===== config.mk =====
export PLATFORM = sky130hd
export DESIGN_NAME = shift_add_mult
export DESIGN_NICKNAME = d
export VERILOG_FILES = /design/src/rtl/mdac_pkg.sv /design/src/rtl/mdac_reg.sv /design/src/rtl/shift_add_mult.sv
export SDC_FILE = /design/constraint.sdc
export NUM_CORES = 1
export LEC_CHECK = 0
export BUFFER_PORTS_ARGS = -buffer_cell sky130_fd_sc_hd__buf_2
export CORE_UTILIZATION = 29
export DETAILED_ROUTE_END_ITERATION = 6
export GPL_ROUTABILITY_DRIVEN = 0
export HOLD_SLACK_MARGIN = 0.12
export PLACE_DENSITY = 0.44
export SLEW_MARGIN = 10
export SYNTH_ARGS = -nofsm -noshare
export SYNTH_HDL_FRONTEND = slang
export SYNTH_SLANG_ARGS = --single-unit

===== constraint.sdc =====
create_clock -name clk -period 5.3 [get_ports clk]
set_input_delay 0.265 -clock clk [delete_from_list [all_inputs] [get_ports clk]]
set_output_delay 0.265 -clock clk [all_outputs]
set_load 0.1 [all_outputs]

===== src/rtl/mdac_pkg.sv =====
// Shared types and constants for the mdac multiply/accumulate datapath.
package mdac_pkg;

  typedef enum logic [1:0] {
    IDLE = 2'd0,
    RUN  = 2'd1,
    DONE = 2'd2
  } state_e;

  localparam int unsigned DEFAULT_ACC_GUARD = 4;

  // Iteration counter width able to hold 0..width.
  function automatic int unsigned cnt_width(input int unsigned width);
    return $clog2(width + 1);
  endfunction

endpackage


===== src/rtl/mdac_reg.sv =====
// Width-parameterised register with load enable and async active-low clear,
// built one flip-flop per bit.
module mdac_reg #(
  parameter int unsigned Width = 8
) (
  input  logic             clk_i,
  input  logic             rst_ni,
  input  logic             en_i,
  input  logic [Width-1:0] d_i,
  output logic [Width-1:0] q_o
);

  for (genvar i = 0; i < Width; i++) begin : g_bit
    logic bit_q;

    always_ff @(posedge clk_i or negedge rst_ni) begin
      if (!rst_ni) begin
        bit_q <= 1'b0;
      end else if (en_i) begin
        bit_q <= d_i[i];
      end
    end

    assign q_o[i] = bit_q;
  end

endmodule


===== src/rtl/shift_add_mult.sv =====
// Sequential unsigned shift-and-add multiplier, one partial-product bit per clock,
// with an optional accumulate of each completed product.
module shift_add_mult
  import mdac_pkg::*;
#(
  parameter int unsigned WIDTH     = 8,
  parameter int unsigned ACC_GUARD = DEFAULT_ACC_GUARD
) (
  input  logic                           clk,
  input  logic                           reset_n,
  input  logic                           start,
  input  logic [WIDTH-1:0]               a,
  input  logic [WIDTH-1:0]               b,
  input  logic                           acc_en,
  input  logic                           acc_clr,
  output logic                           ready,
  output logic                           done,
  output logic [2*WIDTH-1:0]             product,
  output logic [2*WIDTH+ACC_GUARD-1:0]   acc,
  output logic                           acc_ovf
);

  localparam int unsigned PW = 2 * WIDTH;
  localparam int unsigned AW = PW + ACC_GUARD;
  localparam int unsigned CW = cnt_width(WIDTH);
  localparam logic [CW-1:0] LastCnt = CW'(WIDTH - 1);

  state_e          state_q;
  logic [CW-1:0]   count_q;
  logic            ready_q, done_q, acc_en_q, acc_ovf_q;

  logic [PW-1:0]    mcand_q, mcand_d, psum_q, psum_d, product_q;
  logic [WIDTH-1:0] mplier_q, mplier_d;
  logic [AW-1:0]    acc_q, acc_d;
  logic [AW:0]      acc_sum;
  logic             load, step, finish, acc_add, acc_wr;

  always_comb begin
    load    = (state_q == IDLE) && start;
    step    = (state_q == RUN);
    finish  = step && (count_q == LastCnt);
    acc_add = finish && acc_en_q;
    acc_wr  = acc_add || acc_clr;

    mcand_d  = load ? PW'(a) : (mcand_q << 1);
    mplier_d = load ? b : (mplier_q >> 1);
    psum_d   = load ? '0 : (mplier_q[0] ? psum_q + mcand_q : psum_q);

    // Clear wins over the old value but still lets the new product land.
    acc_sum = (acc_clr ? '0 : {1'b0, acc_q}) + (AW + 1)'(psum_d);
    acc_d   = acc_add ? acc_sum[AW-1:0] : '0;
  end

  mdac_reg #(.Width(PW)) u_mcand (
    .clk_i(clk), .rst_ni(reset_n), .en_i(load || step), .d_i(mcand_d), .q_o(mcand_q)
  );

  mdac_reg #(.Width(WIDTH)) u_mplier (
    .clk_i(clk), .rst_ni(reset_n), .en_i(load || step), .d_i(mplier_d), .q_o(mplier_q)
  );

  mdac_reg #(.Width(PW)) u_psum (
    .clk_i(clk), .rst_ni(reset_n), .en_i(load || step), .d_i(psum_d), .q_o(psum_q)
  );

  mdac_reg #(.Width(PW)) u_product (
    .clk_i(clk), .rst_ni(reset_n), .en_i(finish), .d_i(psum_d), .q_o(product_q)
  );

  mdac_reg #(.Width(AW)) u_acc (
    .clk_i(clk), .rst_ni(reset_n), .en_i(acc_wr), .d_i(acc_d), .q_o(acc_q)
  );

  always_ff @(posedge clk or negedge reset_n) begin
    if (!reset_n) begin
      state_q  <= IDLE;
      count_q  <= '0;
      ready_q  <= 1'b1;
      done_q   <= 1'b0;
      acc_en_q <= 1'b0;
    end else begin
      unique case (state_q)
        IDLE: begin
          if (start) begin
            state_q  <= RUN;
            count_q  <= '0;
            ready_q  <= 1'b0;
            acc_en_q <= acc_en;
          end
        end
        RUN: begin
          count_q <= count_q + 1'b1;
          if (count_q == LastCnt) begin
            state_q <= DONE;
            done_q  <= 1'b1;
          end
        end
        DONE: begin
          state_q <= IDLE;
          done_q  <= 1'b0;
          ready_q <= 1'b1;
        end
        default: begin
          state_q <= IDLE;
          done_q  <= 1'b0;
          ready_q <= 1'b1;
        end
      endcase
    end
  end

  always_ff @(posedge clk or negedge reset_n) begin
    if (!reset_n) begin
      acc_ovf_q <= 1'b0;
    end else if (acc_clr) begin
      acc_ovf_q <= 1'b0;
    end else if (acc_add && acc_sum[AW]) begin
      acc_ovf_q <= 1'b1;
    end
  end

  assign ready   = ready_q;
  assign done    = done_q;
  assign product = product_q;
  assign acc     = acc_q;
  assign acc_ovf = acc_ovf_q;

endmodule

==> impl_metrics.toml, run 1 <==
[status]
status = "complete, no violations"

[worst_setup_path]
cp.arrival_ns = 4.43
worst-path-max-fanout = 5
start_kind = "flop"
crit_type = "reg -> reg"
crit_required_ns = 5.50
end_kind = "flop"

[clock_tree]
hold_buffers = 2
cts_buffer_depth = 2
clock-sinks = 86
cts_root_buf = "clkbuf_16"
insertion_delay_ns = 0.35
cts.reportedPaths.clkPinSlew_ns = 0.07
cts.htree.levels = 3
cts_buffers = 9
postCtsSetupBuffers = 0
ctsResizeCount = 0
cts_tree = "done"

[logic_synthesis]
synthesis.instances = 617
ys_seq_elements = 86
yosys.area.top_type_share_pct = 37.7
synth-compound-area-share_pct = 23.0
synthTopCellsByArea = "dfrtp_1 (38%), ha_1 (7.1%), buf_4 (4.8%)"
synth_edf_count = 0
synth.avg_cell_area_um2 = 9.13
synth_cell_types = 58
synth.net_count = 672
yosysTopAreaCell = "dfrtp_1"
yosys-mux-area-fraction_pct = 3.97
yosysWarningCount = 0
async_flop_share_pct = 100
yosysSeqAreaShare_pct = 38.2
yosys.area_share.simple_pct = 15.8
syn-cell-area_um2 = 5640
synthXorXnorAreaFrac_pct = 3.73
synthAdderAreaFrac_pct = 7.82
synth_ff_type = "dfrtp_1"
synth_top_family_by_area = "compound AO/OA/AOI/OAI gates"

[detailed_routing]
ant_nets = 0
remaining_drc_errors = 0
wl_per_cell_um = 16.3
drtPass1Iterations = 5
vias = 4503
vias_per_cell = 5.02
wl_um = 14600
first_iter_violations = 364

[power_and_ir_drop]
powerDensity_nw_per_um2 = 559
pwr-share-seq_pct = 30.8
cellInternalPower_mw = 1.82
p_clk_share_pct = 19.7
pwr-share-comb_pct = 49.5
p_sw_share_pct = 48.2
leakage_nw = 2.94
peakVddDrop_mv = 0.453
power_mw = 3.51
p_switching_mw = 1.69

[hold_path]
hold_class = "in -> reg"

[global_routing]
grt_max_degree = 62
antenna_found_initial = 0
grt_pass1_vias = 4626
grt_overflow = 0
grt_usage_pct = 15.8
grt_pass1_wl_um = 24600

[layout]
layout.nets = 687
syn2layout_area_growth_pct = 11.4
fill_cells = 1988
fin_cells = 897
utilization_pct = 33.2
antenna_cells = 0
final_layout_size_suffix_gt1_share_pct = 15.7

[timing]
tns_ns = 0
maxSlewHeadroom_pct = 34.1
max_clock_freq_ghz = 0.236
maxSlewViolCount = 0
hold_viol = 0
setup_viol = 0
fin_crit_ns = 4.23
setup_slack_ns = 1.07
period_share_pct = 79.9
worst_pin_slew_ns = 0.986
rsz0062_at_grt = "no"
fin_skew_ns = 0.00855

[floorplan]
dieArea_um2 = 20000
coreArea_um2 = 18900
die_w_um = 141
start_util_pct = 29.8
die_h_um = 141
ios = 60
num_rows = 50

[flow_run]
cap_viol_max_count = 0

[placed_design]
dpl.hpwl_um = 10400
dp.cells = 879
numPortBuffers = 59
dp_slack_ns = 1.09
[cells in the mapped netlist, types with 2 or more instances]
library cell	number
a211o_1	6
a211oi_1	6
a21o_1	9
a21oi_1	43
a22o_1	18
a22oi_1	12
a31oi_1	4
a32o_1	5
and2_1	5
and3_1	4
and3b_1	2
buf_1	2
buf_2	2
buf_4	36
clkbuf_1	25
dfrtp_1	85
fa_1	2
ha_1	32
inv_1	10
mux2_2	11
mux2i_1	10
nand2_1	58
nand2b_1	8
nand3_1	13
nand3b_1	4
nand4_1	5
nor2_1	32
nor2b_1	35
nor3_1	3
o211ai_1	5
o21a_1	5
o21ai_0	54
o21ai_1	4
o21bai_1	6
o22ai_1	3
o31ai_1	6
o32ai_1	2
or3_1	3
xnor2_1	16
xor2_1	8
[final cells by class]
type,count,area (µm²),share of cell area [%]
inverters,11,41.3,0.658
well taps,260,325,5.18
clock inverters,4,70.1,1.12
multi-input cells,455,3060,48.8
repair buffers,69,378,6.02
clock buffers,12,246,3.93
flip-flops and latches,86,2150,34.3
[flip-flops by register name, summed over array words and instances, names as in the netlist]
signal and cells:
state_q 2, u_product.g_bit.bit_q 16, ready 1, acc_ovf 1, u_psum.g_bit.bit_q 16, count_q 4, acc_en_q 1, done 1
u_acc.g_bit.bit_q 20, u_mplier.g_bit.bit_q 8, u_mcand.g_bit.bit_q 16
[critical path: stages (launching register included)]
cell      delay, ns
dfrtp_1        0.39
ha_1           0.21
inv_1          0.06
fa_1           0.39
nand2b_1       0.18
a211o_1        0.28
and2_1         0.19
o21ai_1        0.15
xor2_1         0.24
mux2i_1        0.15
nor2_1         0.17
ha_1           0.31
and3_1         0.23
o211ai_1       0.09
o21ai_1        0.19
or4_1          0.50
o21ai_0        0.10
xor2_1         0.16
o21ai_0        0.09
[cell usage in the layout (no fill, tap or decap), drive strengths merged, types with 3 or more instances in the layout]
cell,n
dfrtp,85
buf,67
nand2,58
o21ai,58
a21oi,43
nor2b,35
nor2,32
ha,32
a22o,18
xnor2,16
nand3,13
a22oi,12
clkbuf,12
mux2,11
inv,11
mux2i,10
a21o,9
nand2b,8
xor2,8
o21bai,7
a211o,6
a211oi,6
o31ai,6
o21a,5
nand4,5
o211ai,5
and2,5
a32o,5
and3,4
nand3b,4
a31oi,4
o22ai,3
nor3,3
or3,3
[cell families after synthesis]
logic type,Yosys count
AO/OA/AOI/OAI,198
AND/OR/NAND/NOR,178
flip-flops,86
buffers and inverters,76
adder cells (fa/ha/maj),34
XOR/XNOR,24
multiplexers,21
[power groups by stage]
stage | logic (mW) | registers, mW | clock network [mW]
6_report | 1.74 | 1.08 | 0.692
5_1_grt | 1.91 | 1.12 | 0.742
4_1_cts | 1.75 | 1.08 | 0.718
3_5_place_dp | 1.74 | 1.09 | 0
3_3_place_gp | 1.72 | 1.09 | 0
2_1_floorplan | 1.48 | 1.03 | 0
[path summary, 6_finish.rpt]
| path | depth (start not counted) | slack, ns | start | to |
|---|---|---|---|---|
| worst min-delay path | 2 | 0.16 | b[7] | u_mplier.g_bit[7].bit_q$_DFFE_PN0P_ |
| worst min register to register | 2 | 0.48 | u_product.g_bit[0].bit_q$_DFFE_PN0P_ | u_product.g_bit[0].bit_q$_DFFE_PN0P_ |
| max in group asynchronous | 3 | 3.79 | reset_n | u_acc.g_bit[14].bit_q$_DFFE_PN0P_ |
| min in group asynchronous | 2 | 0.36 | reset_n | u_mplier.g_bit[3].bit_q$_DFFE_PN0P_ |
| worst max register to register | 18 | 1.07 | u_mcand.g_bit[0].bit_q$_DFFE_PN0P_ | u_acc.g_bit[11].bit_q$_DFFE_PN0P_ |
| worst max-delay path | 18 | 1.07 | u_mcand.g_bit[0].bit_q$_DFFE_PN0P_ | u_acc.g_bit[11].bit_q$_DFFE_PN0P_ |
[through the flow]
| step | instance area (µm²) | hold slack [ns] |
|---|---|---|
| floorplan | 5640 | -0.0306 |
| global placement | 5940 | 0.210 |
| detailed placement | 5940 | 0.213 |
| CTS | 6280 | 0.142 |
| global route | 6280 | 0.147 |
| finish | 6280 | 0.160 |
[per-layer routing]
layer	global-route usage, %	routed length, µm	share of wire (%)
met2	25.2	6530	45
met4	5.38	238	1.6
met5	0	0	0
met3	2.60	528	3.6
met1	21.6	7300	50
No activity file was read; power rests on OpenSTA's default activity.
==> run 2: changes to the inputs <==
PLACE_DENSITY = 0.46   (was 0.44)
clock period = 3.6 ns   (was 5.3 ns; I/O delays follow)
==> impl_metrics.toml, run 2 (same netlist as run 1, synthesis figures left out) <==
[status]
status = "finished with violations"
violations = "negative setup slack"

[flow_run]
cap_viol_max_count = 0

[detailed_routing]
drtPass1Iterations = 4
ant_nets = 0
wl_um = 15900
vias_per_cell = 4.89
wl_per_cell_um = 15.7
vias = 4932
first_iter_violations = 202
remaining_drc_errors = 0

[placed_design]
dpl.hpwl_um = 11100
dp_slack_ns = -0.284
numPortBuffers = 59

[power_and_ir_drop]
powerDensity_nw_per_um2 = 808
power_mw = 6.02
peakVddDrop_mv = 0.674
leakage_nw = 3.63

[clock_tree]
cts_tree = "done"
cts.htree.levels = 3
cts_buffer_depth = 2
cts_root_buf = "clkbuf_16"
clock-sinks = 86
insertion_delay_ns = 0.35
cts_buffers = 9
cts.reportedPaths.clkPinSlew_ns = 0.06

[floorplan]
num_rows = 50
dieArea_um2 = 20000
die_w_um = 141
die_h_um = 141
ios = 60
coreArea_um2 = 18900
start_util_pct = 29.8

[worst_setup_path]
crit_top_cell = "a21oi_2"
end_kind = "flop"
crit_chain = "ha_2 > inv_2 > fa_2 > nand2b_4 > a211o_1 > a21oi_2 > buf_6 > nor2_4 > xnor2_2 > mux2i_1 > nor2_1 > ha_1 > a21oi_2 > o211ai_1 > o21bai_1 > o311a_1 > a21oi_2 > or3_1 > a21oi_2"
crit_type = "reg -> reg"
crit_required_ns = 3.87
cp.arrival_ns = 4.11
cp_slowest_cell = "ha_1"
worst-path-max-fanout = 4
critPathMaxStageDelay_ns = 0.39
start_kind = "flop"

[hold_path]
hold_class = "in -> reg"

[timing]
fin_crit_ns = 3.84
max_clock_freq_ghz = 0.260
worst_pin_slew_ns = 0.956
period_share_pct = 107
maxSlewHeadroom_pct = 36.1
fin_skew_ns = 0.00827
rsz0062_at_grt = "yes"
maxSlewViolCount = 0
setup_viol = 9
setup_slack_ns = -0.239
hold_viol = 0
tns_ns = -1.34

[global_routing]
grt_max_degree = 68
antenna_found_initial = 0
grt_usage_pct = 16.7
grt_pass1_wl_um = 26300
grt_pass1_vias = 5158
grt_overflow = 0

[layout]
layout.nets = 800
syn2layout_area_growth_pct = 32.3
regMostFlops = "u_acc.g_bit.bit_q"
largest_reg_flops = 20
most-common-layout-cells = "buf_4 (111), dfrtp_1 (85), buf_2 (58)"
final_layout_size_suffix_gt1_share_pct = 33.6
antenna_cells = 0
final_common_cell = "buf_4"
## run 2: cell types whose count changed in the layout (fill, tap and decap cells not counted), moves of 5 or more
cell / change
buf_4: +102
buf_6: +6
a21oi_1: -8
a21oi_2: +7
o21ai_2: +8
dlygate4sd3_1: +5
o21ai_0: -12
## run 2: metal layers
metal | up-vias | global-route usage (%) | routed length (µm) | share of wire, %
met5 | - | 0 | 0 | 0
met4 | 0 | 3.74 | 172 | 1.1
met3 | 15 | 2.46 | 408 | 2.6
met2 | 61 | 29.6 | 7780 | 49
met1 | 2402 | 21.3 | 7490 | 47
li1 | 2454 | - | - | -
## run 2: report_power, final
group | switching (mW) | internal (mW)
combinational | 2.07 | 1.39
clock | 0.397 | 0.674
sequential | 0.226 | 1.27
## run 2: worst paths after layout
path | from | end | slack (ns) | depth (start not counted)
worst min register to register | u_product.g_bit[11].bit_q$_DFFE_PN0P_ | u_product.g_bit[11].bit_q$_DFFE_PN0P_ | 0.47 | 2
min in group asynchronous | reset_n | u_mplier.g_bit[4].bit_q$_DFFE_PN0P_ | 0.50 | 2
max in group asynchronous | reset_n | u_psum.g_bit[14].bit_q$_DFFE_PN0P_ | 2.22 | 3
worst min-delay path | a[6] | u_mcand.g_bit[6].bit_q$_DFFE_PN0P_ | 0.13 | 3
worst max-delay path | u_mcand.g_bit[0].bit_q$_DFFE_PN0P_ | u_acc.g_bit[19].bit_q$_DFFE_PN0P_ | -0.24 | 19
worst max register to register | u_mcand.g_bit[0].bit_q$_DFFE_PN0P_ | u_acc.g_bit[19].bit_q$_DFFE_PN0P_ | -0.24 | 19
## run 2: timing repair
action | in CTS | in global routing
endpoints found under the hold margin | 71 | 0
setup buffers | 20 | 6
hold buffers | 7 | 0
gates resized for setup | 35 | 30
pin swaps | 25 | 18
endpoints found under the setup margin | 10 | 13
## run 2: critical path: cells and delay by family (launching register included)
kind                     cells  cell delay, ns
multiplexers                 1            0.19
XOR/XNOR                     1            0.16
flip-flops                   1            0.37
AND/OR/NAND/NOR              4            0.60
buffers and inverters        2            0.18
AO/OA/AOI/OAI                8            1.36
adder cells (fa/ha/maj)      3            0.93
## run 2: cell type report
type | count | area [µm²]
fill | 2004 | 11400
multi-input combinational | 455 | 3340
sequential | 86 | 2150
timing repair buffer | 182 | 1260
tap | 260 | 325
clock buffer | 9 | 225
clock inverter | 6 | 111
inverter | 11 | 41.3
## run 2: per-stage QoR
stage                     utilization (%)  cells  instance area [µm²]  hold slack (ns)
final                                39.5   1009                 7460            0.134
after global routing                 39.5   1009                 7460            0.135
after CTS                            38.6   1005                 7290            0.124
after detailed placement             35.0    964                 6620            0.369
after global placement               35.0    964                 6620            0.352
after floorplan                         -    617                 5680           -0.116
==> run 3: changes to the inputs <==
ABC_AREA = 1   (was default)
CTS_BUF_LIST = sky130_fd_sc_hd__clkbuf_2 sky130_fd_sc_hd__clkbuf_4 sky130_fd_sc_hd__clkbuf_8   (was default)
==> impl_metrics.toml, run 3 <==
[status]
status = "complete, no violations"

[detailed_routing]
ant_nets = 0
vias_per_cell = 4.50
drtPass1Iterations = 5
wl_um = 15600
remaining_drc_errors = 0
wl_per_cell_um = 13.6
first_iter_violations = 270
vias = 5148

[floorplan]
coreArea_um2 = 19700
dieArea_um2 = 20900
num_rows = 51
ios = 60
die_h_um = 145
start_util_pct = 29.9
die_w_um = 145

[hold_path]
hold_class = "in -> reg"

[layout]
fill_cells = 2177
layout.nets = 930
largest_reg_flops = 20
utilization_pct = 33.6
syn2layout_area_growth_pct = 12.3
final_area_um2 = 6630
final_common_cell = "nand2_1"
regMostFlops = "u_acc.g_bit.bit_q"
antenna_cells = 0
final_layout_size_suffix_gt1_share_pct = 11.6
most-common-layout-cells = "nand2_1 (244), inv_1 (135), dfrtp_1 (85)"

[power_and_ir_drop]
leakage_nw = 3.63
peakVddDrop_mv = 0.607
powerDensity_nw_per_um2 = 964

[worst_setup_path]
crit_family = "simple AND/OR/NAND/NOR gates"
crit_chain = "ha_1 > inv_1 > fa_1 > inv_1 > nand3_1 > nand3_1 > nand3_1 > nand4_1 > nand3_1 > nand2_1 > inv_1 > ha_1 > nand2_1 > nor2_1 > inv_1 > nor2_1 > nand3_1 > nand3_1 > nand3_1 > nand2_1 > inv_1"
reg2reg_slack_ns = 0.39
worst-path-max-fanout = 5
cp.arrival_ns = 3.51
start_kind = "flop"
critPathMaxStageDelay_ns = 0.40
path_buf_inv = 5
end_kind = "flop"
crit_required_ns = 3.90
cp_slowest_cell = "fa_1"
crit_type = "reg -> reg"
crit_top_cell = "nand3_1"

[logic_synthesis]
synth.avg_cell_area_um2 = 7.06
async_flop_share_pct = 100
synthTopCellsByCount = "nand2_1 (244), inv_1 (135), dfrtp_1 (85)"
yosysTopAreaCell = "dfrtp_1"
syn-cell-area_um2 = 5900
yosysWarningCount = 0
yosys.area.top_type_share_pct = 36.0
synth_cell_types = 40
ys_seq_elements = 86
synth_ff_type = "dfrtp_1"
yosysMostFrequentCell = "nand2_1"
synth_edf_count = 0
yosysSeqAreaShare_pct = 36.5
synthesis.instances = 836
synthTopCellsByArea = "dfrtp_1 (36%), nand2_1 (16%), inv_1 (8.6%)"
synth.net_count = 891

[placed_design]
placed_area_um2 = 6220
numPortBuffers = 59
dpl.hpwl_um = 11700

[clock_tree]
cts_tree = "done"
cts_root_buf = "clkbuf_8"
insertion_delay_ns = 0.40
cts_buffers = 9
cts.htree.levels = 3
cts.reportedPaths.clkPinSlew_ns = 0.09
clock-sinks = 86
ctsResizeCount = 0
cts_buffer_depth = 2

[timing]
hold_viol = 0
tns_ns = 0
maxSlewViolCount = 0
maxSlewHeadroom_pct = 42.2
fin_crit_ns = 3.21
period_share_pct = 89.2
fin_skew_ns = 0.0153
max_clock_freq_ghz = 0.311
rsz0062_at_grt = "no"
setup_viol = 0
worst_pin_slew_ns = 0.868

[flow_run]
cap_viol_max_count = 0

[global_routing]
grt_pass1_vias = 5209
grt_pass1_wl_um = 26100
grt_max_degree = 65
grt_overflow = 0
grt_usage_pct = 16.4
antenna_found_initial = 0
==> run 3: cell types whose count changed in the layout (fill, tap and decap cells not counted), sizes merged, moves of 35 or more <==
cell,before,now
nor2,32,75
inv,11,142
nand2,58,245
nand3,13,74
nor2b,35,0
buf,175,66
==> run 3: cell families (layout without fill, tap and decap cells) <==
group	count (synthesis)	after routing	share of synthesized area, %
AO/OA/AOI/OAI	99	99	9.96
XOR/XNOR	10	10	1.48
adder cells (fa/ha/maj)	34	34	7.46
buffers and inverters	195	239	15.0
flip-flops	86	86	36.5
multiplexers	1	1	0.170
AND/OR/NAND/NOR	411	411	29.4
==> run 3: metal layers <==
layer | up-vias | track usage (%) | part of all wire [%]
met5 | - | 0 | 0
met4 | 0 | 5.65 | 1.7
met3 | 17 | 2.96 | 3.8
met2 | 95 | 25.8 | 44
met1 | 2352 | 22.5 | 51
li1 | 2684 | - | -
==> run 3: worst min-delay path, stage by stage <==
cell and delay (ns):
buf_2 0.10, nand3_1 0.24, o21ai_0 0.15
==> run 3: final cells by class <==
class	count	area, µm²	area share, %
multi-input cells	555	2860	43.2
clock inverters	6	91.3	1.38
inverters	139	522	7.87
repair buffers	84	531	8.00
flip-flops and latches	86	2150	32.5
well taps	265	332	5.00
clock buffers	10	138	2.08
==> run 3: power by group <==
group | total (mW) | internal [mW] | switching [mW] | leakage (nW)
clock network | 0.815 | 0.416 | 0.399 | 0.118
logic | 3.99 | 1.13 | 2.86 | 2.41
registers | 1.58 | 1.33 | 0.250 | 1.11
total | 6.39 | 2.88 | 3.51 | 3.63
==> run 3: final timing paths <==
path | start | endpoint | depth (start not counted)
hold / removal | start | state_q[0]$_DFFE_PN0P_ | 3
max in group asynchronous | reset_n | u_product.g_bit[7].bit_q$_DFFE_PN0P_ | 3
setup reg to reg | u_psum.g_bit[0].bit_q$_DFFE_PN0P_ | u_acc.g_bit[17].bit_q$_DFFE_PN0P_ | 21
hold reg to reg | u_product.g_bit[14].bit_q$_DFFE_PN0P_ | u_product.g_bit[14].bit_q$_DFFE_PN0P_ | 2
min in group asynchronous | reset_n | u_mplier.g_bit[3].bit_q$_DFFE_PN0P_ | 2
setup / recovery | u_psum.g_bit[0].bit_q$_DFFE_PN0P_ | u_acc.g_bit[17].bit_q$_DFFE_PN0P_ | 21
==> run 3: repair_timing <==
action,CTS,global route
hold buffers,18,0
buffers inserted,0,0
hold endpoints to repair,79,0
==> run 3: per-stage QoR <==
step / cells / worst slack [ns] / power (mW) / hold slack, ns
finish: 1145 / 0.387 / 6.39 / 0.335
global route: 1145 / 0.0387 / 7.03 / 0.351
CTS: 1145 / 0.354 / 6.48 / 0.305
detailed placement: 1111 / 0.396 / 5.61 / 0.347
global placement: 1111 / 0.393 / 5.63 / 0.354
floorplan: 836 / 0.788 / 4.88 / -0.116
